[src/rtl/booth_prod_acc.sv]
// Block accumulator for signed Booth multiplier products, with a valid/ready result port.
// Optional BOOTH_PROD_ACC_SAT_EN: clamp the accumulator on signed overflow instead of wrapping.
module booth_prod_acc #(
    parameter  int PROD_W = 16,
    parameter  int ACC_W  = 24,
    parameter  int LEN    = 8,
    localparam int CNT_W  = $clog2(LEN + 1)
) (
    input  logic              clk,
    input  logic              rst_n,
    input  logic              clr,
    input  logic              in_valid,
    output logic              in_ready,
    input  logic [PROD_W-1:0] in_prod,
    input  logic              in_last,
    output logic              out_valid,
    input  logic              out_ready,
    output logic [ACC_W-1:0]  out_acc,
    output logic [CNT_W-1:0]  out_count,
    output logic              out_ovf
);

    typedef enum logic {ACC = 1'b0, DONE = 1'b1} state_t;

    state_t             r_state;
    logic [ACC_W-1:0]   r_acc;
    logic [CNT_W-1:0]   r_cnt;
    logic               r_ovf;
    logic               r_valid;

    logic [ACC_W-1:0]   w_ext;
    logic [ACC_W-1:0]   w_sum;
    logic [ACC_W-1:0]   w_acc_nxt;
    logic [CNT_W-1:0]   w_cnt_nxt;
    logic               w_ovf;
    logic               w_close;
    logic               w_accept;

    assign w_ext     = ACC_W'($signed(in_prod));
    assign w_sum     = r_acc + w_ext;
    // Overflow: both addends share a sign and the sum's sign flipped.
    assign w_ovf     = (r_acc[ACC_W-1] == w_ext[ACC_W-1]) && (w_sum[ACC_W-1] != r_acc[ACC_W-1]);
    assign w_cnt_nxt = r_cnt + 1'b1;
    assign w_close   = in_last || (w_cnt_nxt == CNT_W'(LEN));
    assign in_ready  = (r_state == ACC) && !clr;
    assign w_accept  = in_valid && in_ready;

`ifdef BOOTH_PROD_ACC_SAT_EN
    assign w_acc_nxt = !w_ovf          ? w_sum :
                       r_acc[ACC_W-1]  ? {1'b1, {(ACC_W-1){1'b0}}} :
                                         {1'b0, {(ACC_W-1){1'b1}}};
`else
    assign w_acc_nxt = w_sum;
`endif

    assign out_valid = r_valid;
    assign out_acc   = r_acc;
    assign out_count = r_cnt;
    assign out_ovf   = r_ovf;

    always_ff @(posedge clk or negedge rst_n) begin
        if (!rst_n) begin
            r_state <= ACC;
            r_acc   <= '0;
            r_cnt   <= '0;
            r_ovf   <= 1'b0;
            r_valid <= 1'b0;
        end else if (clr) begin
            r_state <= ACC;
            r_acc   <= '0;
            r_cnt   <= '0;
            r_ovf   <= 1'b0;
            r_valid <= 1'b0;
        end else begin
            case (r_state)
                ACC: begin
                    if (w_accept) begin
                        r_acc <= w_acc_nxt;
                        r_cnt <= w_cnt_nxt;
                        r_ovf <= r_ovf | w_ovf;
                        if (w_close) begin
                            r_state <= DONE;
                            r_valid <= 1'b1;
                        end
                    end
                end
                DONE: begin
                    if (out_ready) begin
                        r_state <= ACC;
                        r_acc   <= '0;
                        r_cnt   <= '0;
                        r_ovf   <= 1'b0;
                        r_valid <= 1'b0;
                    end
                end
                default: r_state <= ACC;
            endcase
        end
    end

endmodule

[config.mk]
export PLATFORM = sky130hd
export DESIGN_NAME = booth_prod_acc
export DESIGN_NICKNAME = d
export VERILOG_FILES = /design/src/rtl/booth_prod_acc.sv
export SDC_FILE = /design/constraint.sdc
export NUM_CORES = 1
export LEC_CHECK = 0
export ABC_AREA = 1
export ABC_CLOCK_PERIOD_IN_PS = 3900
export BUFFER_PORTS_ARGS = -buffer_cell sky130_fd_sc_hd__buf_2
export CORE_ASPECT_RATIO = 1.25
export CORE_MARGIN = 8
export CORE_UTILIZATION = 25
export DETAILED_ROUTE_END_ITERATION = 8
export SLEW_MARGIN = 5
export SYNTH_ARGS = -nofsm -noshare
export SYNTH_HDL_FRONTEND = slang
export SYNTH_SLANG_ARGS = --single-unit
[constraint.sdc]
create_clock -name clk -period 3.9 [get_ports clk]
set_input_delay 0.195 -clock clk [delete_from_list [all_inputs] [get_ports clk]]
set_output_delay 0.195 -clock clk [all_outputs]
set_load 0.05 [all_outputs]
# --- After elaboration in Yosys (flattened, before gate mapping) ---
# Cells that the tools add are included.
totals:
  ff_bits: 31
  latch_bits: 0
  ram_bits: 0
  rom_bits: 0
  in_bits: 22
  out_inout_bits: 31
  word_cells: 43
  mem_count: 0
classes:
  add_sub_neg: 2
  n_mul: 0
  n_div: 0
  order_cmp: 0
  n_eq_ne: 6
  shift: 0
  n_mux: 21
  bitwise_logic: 2
  reduce_logical: 7
ops:
  columns: ["operator", "count"]
  rows:
  - ["24-bit two-way mux", 3]
  - ["24-bit one-hot mux with 2 select lines", 1]
  - ["24-bit adder", 1]
  - ["4-bit two-way mux", 3]
  - ["1-bit two-way mux", 10]
  - ["3-bit inequality test (second input constant)", 3]
  - ["4-bit one-hot mux with 2 select lines", 1]
  - ["1-bit one-hot mux with 2 select lines", 3]
  - ["4-bit by 1-bit adder with 4-bit output (second input constant)", 1]
  - ["4-bit == test (second input constant)", 1]
  - ["1-bit logical AND", 3]
  - ["3-bit AND reduction", 1]
  - ["2-bit AND reduction", 1]
  - ["1-bit == test", 1]
  - ["1-bit zero test", 1]
  - ["1-bit logical OR", 1]
  - ["1-bit inequality test", 1]
  - ["1-bit NOT", 1]
  - ["1-bit OR", 1]

# --- Longest topological paths before layout ---
# Gate-level depths: netlist of run 1.
depth:
  word_depth: 7
  mapped_depth: 13
  depth_no_buf: 13

# --- Least setup slack after synthesis of run 1 ---
# No wires, ideal clock.
synth_timing:
  path_kind: "register to register"
  startpoint: "register r_acc[0], in the netlist out_acc[0]"
  endpoint: "register r_acc[18], in the netlist out_acc[18]"
  setup_ns: 0.118
  arrival_time_ns: 1.929
  required_time_ns: 3.782
  slack_ns: 1.853
  stages_incl_launch_ff: 13
  path_buffers: 0
  synth_period_minus_slack_ns: 2.047
  cell_sequence: "dfrtp_1 > ha_1 > fa_1 > nand3_1 > nand2_2 > nand2_1 > nand2_2 > nand2_1 > nand2_1 > nand2_1 > nand3b_1 > nand3_1 > nand2_1"
synth_between:
  elab_chain_cells: 4
synth_rtl:
  columns: ["item", "line_no", "text"]
  rows:
  - ["start, declared", "26", "logic [ACC_W-1:0] r_acc;"]
  - ["start signal, assigned", "78", "r_acc <= w_acc_nxt;"]
  - ["24-bit adder", "40", "assign w_sum = r_acc + w_ext;"]
  - ["24-bit two-way mux", "77", "if (w_accept) begin"]
  - ["24-bit one-hot mux with 2 select lines", "75", "case (r_state)"]
  - ["24-bit two-way mux", "68", "end else if (clr) begin"]
# Every way passes these cells. The select of a mux whose other input is x is not followed.
# A chain may end at the register's enable or synchronous reset.

# --- Final worst setup path of run 1 ---
# Ends and elaborated chain as after synthesis.

==> metrics.md, run 1 <==
| Metric | Value |
|---|---|
| Post-Synthesis Net Count | 436 |
| Total DRC errors in the routed layout | 0 |
| Fill cell count | 1,182 |
| Final hold violations | 31 |
| CP Data Required Time | 4070 ps |
| Power share of the clock group | 28.0% |
| Post-Synthesis Cells | 389 |
| R2R Setup Slk | 1850 ps |
| Final global-route overflow total | 0 |
| Post-layout net count | 491 |
| Wire length on met1 | 3196 um |
| Static leakage power | 0.001759 uW |
| Reg power frac | 28.7% |
| I/O Pins | 53 |
| Count of placed standard cells in the final layout, fillers left out | 577 |
| Pin count of the biggest net entering global routing | 32 |
| Synth-to-Final Area Change | 20.75% |
| Number of core rows | 42 |
| Worst-case clock skew | 3.384 ps |
| Post-synthesis sequential area ratio | 29.58% |
| Fraction of registers with async set or reset after synthesis | 100.0% |
| Final setup viols | 0 |
| Number of instances in the placed design | 569 |
| Hold Buf Count CTS | 0 |
| DRT Wirelength | 7756 um |
| Worst-margin pin slew | 738.9 ps |
| WS Path Type | flip-flop to flip-flop |
| Number of cells traversed by the worst register-to-register path | 12 |
| Result of the run | finished with violations |
| Later-pin clock latency in the skew report | 290 ps |
| Via total after detailed routing | 2,672 |
| Number of gates resized after cts | 0 |
| Clock sinks | 31 |
| Violated checks | negative hold slack |
| Summed instance area of the synthesized netlist | 2623 um^2 |
| Global routing usage summed across all routing layers | 11.63% |
| Met2 wire length | 3987 um |
| Arrival time of data at the critical path endpoint | 2220 ps |
| Commonest register cell after synthesis | dfrtp_1 |
| Classification of the worst-slack hold path | input pin to async pin |
| Mapped Avg Cell Area | 6.742 um^2 |
| Core area | 10,410 um^2 |
| Max-cap violations | 0 |
| CP startpoint kind | flip-flop |
| Synthesis warning total | 0 |
| Max transition margin | 50.74% |
| Maximum net fanout on the critical path | 5 |
| Clock buffers created by TritonCTS | 5 |
| PortBufs | 52 |
| Gp weighted congestion | 0.8997 |
| Worst-case clock buffer depth | 2 |
| Hold WS | -26.69 ps |
| Number of global-route vias before repair | 2,707 |
| Number of detailed-route iterations in the first pass | 4 |
| Fraction of final layout cells with drive strength greater than 1 | 20.22% |
| Time the worst path needs with I/O delays and setup | 2049 ps |
| Terminus of the critical flop-to-flop path | out_acc[18] |
| Wire length of the first global-routing pass | 12,850 um |
| Fraction of power consumed by combinational cells | 43.3% |
| CP Capture Type | flip-flop |
| HPWL after detailed placement | 6239 um |
| Internal | 763.9 uW |
| Initial antenna violation count | 0 |
| DRT antenna net count | 0 |
| Floorplan die width | 107.6 um |
| Starting utilization of the core area | 25.20% |
| Sw Ratio | 44.38% |
| Pwr Density | 433.7 nW/um^2 |
| Clock input transition at the sequential cells of the worst setup and hold paths | 50 ps |
| CTS tree | done |
| Highest metal layer used by the detailed router | met4 |
| Synthesis-stage register bit count | 31 |
| Reg-to-reg critical path startpoint | out_acc[0] |
| Number of flops mapped to enable cells by yosys | 0 |
| Met3 Wirelength | 359 um |
| Antenna diode instance count | 0 |
| NetSw | 609.5 uW |
| Synth cell types | 32 |
| Fmax | 488.1 MHz |
| Crit share post-route | 52.54% |
| Total Power Consumption | 1373 uW |
| Area of the die | 14,040 um^2 |
| Maximum level of the CTS H-tree | 2 |
| Post-CTS Setup Inserts | 0 |
| WL/cell | 13.44 um |
| Die span in y | 130.5 um |
| VDD IR max | 0.1655 mV |
| RSZ-0062 raised after global routing | false |
| Final number of max-transition violations | 0 |
| Initial DRC count | 135 |
| Fin Setup TNS | 0 ps |
| Vias per inst | 4.631 |
| CTS Root Buffer Type | clkbuf_16 |
[metrics by stage]
stage               util [%]  instance area, um^2  hold WS (ps)  setup WS [ps]
global placement       29.09                 3027         300.8           1923
global route           30.44                 3167         45.27           1655
finish                 30.44                 3167        -26.69           1851
detailed placement     29.09                 3027         317.3           1885
CTS                    30.44                 3167         10.67           1874
floorplan                  -                 2623        -100.6           1853
[area by class of cell]
type / count / area, um^2 / share of cell area [%]
Clock inverter: 3 / 15.01 / 0.4741
Clock buffer: 5 / 125.1 / 3.951
Tap cell: 132 / 165.2 / 5.215
Multi-Input combinational cell: 313 / 1668 / 52.67
Timing Repair Buffer: 53 / 267.8 / 8.455
Inverter: 40 / 150.1 / 4.741
Sequential cell: 31 / 775.7 / 24.50
[state kept, by name, indices dropped and copies added (netlist names)]
register / cells
out_valid: 1
out_acc: 24
r_state: 1
out_count: 4
out_ovf: 1
[synthesized netlist by cell type, types with 2 or more instances]
master | n | area, um^2
a21oi_1 | 33 | 165.2
a21oi_2 | 5 | 43.79
a22o_1 | 3 | 26.28
buf_2 | 2 | 10.01
buf_4 | 2 | 15.01
dfrtp_1 | 31 | 775.7
ha_1 | 24 | 300.3
inv_1 | 36 | 135.1
inv_2 | 3 | 11.26
nand2_1 | 132 | 495.5
nand2_2 | 10 | 62.56
nand3_1 | 21 | 105.1
nand3_2 | 2 | 20.02
nand4_1 | 6 | 37.54
nor2_1 | 30 | 112.6
nor2_2 | 4 | 25.02
nor3_2 | 2 | 20.02
o21ai_0 | 20 | 100.1
o21ai_1 | 7 | 35.03
o21bai_1 | 3 | 22.52
xor2_1 | 2 | 17.52
[routing by layer]
metal | vias up | track usage [%]
met2 | 54 | 20.77
met4 | 0 | 5.155
li1 | 1383 | -
met1 | 1217 | 12.25
met5 | - | 0
met3 | 18 | 3.631
[power groups by stage]
stage          clock network (uW)  logic [uW]  registers [uW]
2_1_floorplan                   0         319             526
3_3_place_gp                    0         593             399
3_5_place_dp                    0         596             401
4_1_cts                       391         599             395
5_1_grt                       411         662             401
6_report                      385         594             394
[critical path, cell delays in order (launching register included)]
cell      delay, ps
dfrtp_1         400
ha_1            230
fa_1            420
nand3_1         100
nand2_2          90
nand2_1          90
nand2_2          80
nand2_1          90
nand2_1          90
nand2_1         100
nand3b_1         90
nand3_1          80
nand2_1          60
[cell families (layout without fill, tap and decap cells)]
kind of cell / after synthesis / after routing / share of synthesized area [%]
xor gates and xnor gates: 2 / 2 / 0.6681
AOI/OAI and AO/OA: 73 / 73 / 15.70
buffers and inverters: 45 / 101 / 6.822
adders and majority gates: 25 / 25 / 12.21
DFF: 31 / 31 / 29.58
and+or+nand+nor: 213 / 213 / 35.02
[placed cells by master (no fill, tap or decap), types with 7 or more instances in the layout]
| master | instances |
|---|---|
| nand2_1 | 132 |
| buf_2 | 52 |
| inv_1 | 36 |
| a21oi_1 | 33 |
| dfrtp_1 | 31 |
| nor2_1 | 30 |
| ha_1 | 24 |
| nand3_1 | 21 |
| o21ai_0 | 20 |
| nand2_2 | 10 |
| o21ai_1 | 7 |
[worst max-delay path by stage]
stage	startpoint	end	slack (ps)	cells after the start
global placement	r_state	out_valid	1920	9
detailed placement	out_acc[0]	out_acc[18]	1880	12
global route	r_state	out_valid	1660	9
finish	out_acc[0]	out_acc[18]	1850	12
CTS	out_acc[0]	out_acc[18]	1870	12
floorplan	out_acc[0]	out_acc[18]	1850	12
Note: power is estimated with default switching activity, not from simulation.
==> inputs of run 2 (changes only) <==
--- a/config.mk
+++ b/config.mk
@@ -6,7 +6,7 @@
 export NUM_CORES = 1
 export LEC_CHECK = 0
 export ABC_AREA = 1
-export ABC_CLOCK_PERIOD_IN_PS = 3900
+export ABC_CLOCK_PERIOD_IN_PS = 1900
 export BUFFER_PORTS_ARGS = -buffer_cell sky130_fd_sc_hd__buf_2
 export CORE_ASPECT_RATIO = 1.25
 export CORE_MARGIN = 8
==> constraint.sdc (replaced) <==
create_clock -name clk -period 1.9 [get_ports clk]
set_input_delay 0.095 -clock clk [delete_from_list [all_inputs] [get_ports clk]]
set_output_delay 0.095 -clock clk [all_outputs]
set_load 0.05 [all_outputs]
==> run 2 against run 1 <==
  * Largest power group unchanged
  * Design area rose by 9.2%
  * The flow now finishes without violations
  * Critical endpoint unchanged
  * Hold slack improved by 100 ps
  * Largest cell class unchanged
  * Cell count rose by 1.2%
  * Clock power rose by 120%
  * Utilization rose by 2.8 points
==> metrics.md, run 2 (synthesis results as in run 1) <==
| Metric | Value |
|---|---|
| Result of the run | finished, final reports clean |
| Worst-case clock buffer depth | 2 |
| Highest-count cells in the layout ignoring fill and taps | nand2_1 (123), buf_2 (52), inv_1 (36), a21oi_1 (30), dfrtp_1 (30) |
| Floorplan die width | 107.6 um |
| Critical path origin | out_acc[0] |
| Final hold violations | 0 |
| DRT Wirelength | 8201 um |
| Area of the die | 14,040 um^2 |
| Gp weighted congestion | 0.8855 |
| Final setup viols | 0 |
| Max-cap violations | 0 |
| WS Path Type | flip-flop to flip-flop |
| Arrival time of data at the critical path endpoint | 2040 ps |
| Met2 wire length | 4399 um |
| Pin count of the biggest net entering global routing | 32 |
| CP Data Required Time | 2070 ps |
| Vias per inst | 4.774 |
| Global routing usage summed across all routing layers | 12.08% |
| Max transition margin | 50.64% |
| CP startpoint kind | flip-flop |
| Reg-to-reg critical path startpoint | out_acc[0] |
| VDD IR max | 0.3002 mV |
| I/O Pins | 53 |
| Maximum level of the CTS H-tree | 2 |
| Number of core rows | 42 |
| Most common cell after layout, fill and taps aside | nand2_1 |
| Post-layout net count | 498 |
| CTS tree | done |
| HPWL after detailed placement | 6247 um |
| Highest metal layer used by the detailed router | met4 |
| Via total after detailed routing | 2,788 |
| Initial DRC count | 138 |
| Number of instances in the placed design | 572 |
| Delay of the slowest cell on the worst path | 430 ps |
| Clock input transition at the sequential cells of the worst setup and hold paths | 60 ps |
| PortBufs | 52 |
| WP buf/inv | 0 |
| Number of global-route vias before repair | 2,841 |
| Cell Chain, Critical Path | ha_4 > fa_2 > nand3_2 > nand2_4 > nand2_4 > nand2_4 > nand2_2 > nand2_2 > nand2_2 > nand3b_1 > nand3_1 > nand2_1 |
| Worst-case clock skew | 8.443 ps |
| Met3 Wirelength | 283 um |
| Total DRC errors in the routed layout | 0 |
| Final global-route overflow total | 0 |
| Time the worst path needs with I/O delays and setup | 1869 ps |
| Total Power Consumption | 3044 uW |
| Max FFs per register | 24 |
| Pwr Density | 880.6 nW/um^2 |
| Starting utilization of the core area | 25.20% |
| Maximum net fanout on the critical path | 5 |
| CP Capture Type | flip-flop |
| DRT antenna net count | 0 |
| Wire length of the first global-routing pass | 13,430 um |
| Count of placed standard cells in the final layout, fillers left out | 584 |
| Clock sinks | 31 |
| Wire length on met1 | 3381 um |
| Fmax | 535.0 MHz |
| Classification of the worst-slack hold path | input pin to flip-flop |
| Fraction of final layout cells with drive strength greater than 1 | 28.10% |
| Cell at the slowest stage of the critical path | dfrtp_2 |
| Core area | 10,410 um^2 |
| Category of cells accounting for the largest share of critical-path delay | simple AND/OR/NAND/NOR gates |
| Later-pin clock latency in the skew report | 280 ps |
| WL/cell | 14.04 um |
| Clock buffers created by TritonCTS | 5 |
| Final number of max-transition violations | 0 |
| Crit share post-route | 98.37% |
| RSZ-0062 raised after global routing | true |
| Die span in y | 130.5 um |
| Fill cell count | 1,150 |
| Antenna diode instance count | 0 |
| Number of detailed-route iterations in the first pass | 5 |
| Initial antenna violation count | 0 |
| Static leakage power | 0.001793 uW |
| Hold path startpoint | out_ready |
| CTS Root Buffer Type | clkbuf_16 |
| Worst-margin pin slew | 740.5 ps |
| Synth-to-Final Area Change | 31.82% |
==> run 2: layout make-up <==
cell class / count / area, um^2 / area share, %
Multi-Input combinational cell: 313 / 1867 / 54.00
Sequential cell: 31 / 777.0 / 22.48
Timing Repair Buffer: 60 / 337.8 / 9.772
Tap cell: 132 / 165.2 / 4.777
Clock buffer: 7 / 152.6 / 4.415
Inverter: 40 / 150.1 / 4.343
Clock inverter: 1 / 7.507 / 0.2172
==> run 2: worst paths after layout <==
kind	endpoint	slack [ps]	cells past startpoint
max in group asynchronous	out_acc[0]	940	2
setup / recovery	out_acc[18]	30	12
hold reg to reg	out_acc[15]	520	2
hold / removal	r_state	80	4
min in group asynchronous	out_acc[12]	430	2
setup reg to reg	out_acc[18]	30	12
==> run 2: worst reg2reg max path: cells and delay by family (launching register included) <==
family / cells / cell delay, ps
flops: 1 / 430
fa+ha+maj: 2 / 590
simple gates: 10 / 730
==> run 2: routing by layer <==
layer,global-route usage (%),vias up
li1,-,1405
met1,13.17,1305
met2,21.75,68
met3,2.650,10
met4,5.565,0
met5,0,-
==> run 2: power by group <==
part           switching [uW]  internal [uW]
clock                     309            557
sequential               81.7            739
combinational             918            440
==> run 2: metrics by stage <==
step / area [um^2] / setup slack, ps / util (%) / setup TNS [ps] / hold WS [ps]
2_1_floorplan: 2636 / 2.125 / - / 0 / -200.6
3_5_place_dp: 3075 / 6.300 / 29.56 / 0 / 215.3
6_report: 3457 / 30.88 / 33.23 / 0 / 78.27
4_1_cts: 3258 / 42.63 / 31.31 / 0 / 74.51
5_1_grt: 3457 / -49.67 / 33.23 / -72.75 / 127.7
3_3_place_gp: 3075 / 51.45 / 29.56 / 0 / 214.8
==> run 2: timing repair <==
| item | in CTS | in global routing |
|---|---|---|
| resized for setup | 1 | 37 |
| endpoints found under the setup margin | 1 | 12 |
| hold buffers | 2 | 0 |
| pin swaps | 0 | 6 |
| hold endpoints to repair | 32 | 0 |
| buffers inserted | 0 | 2 |
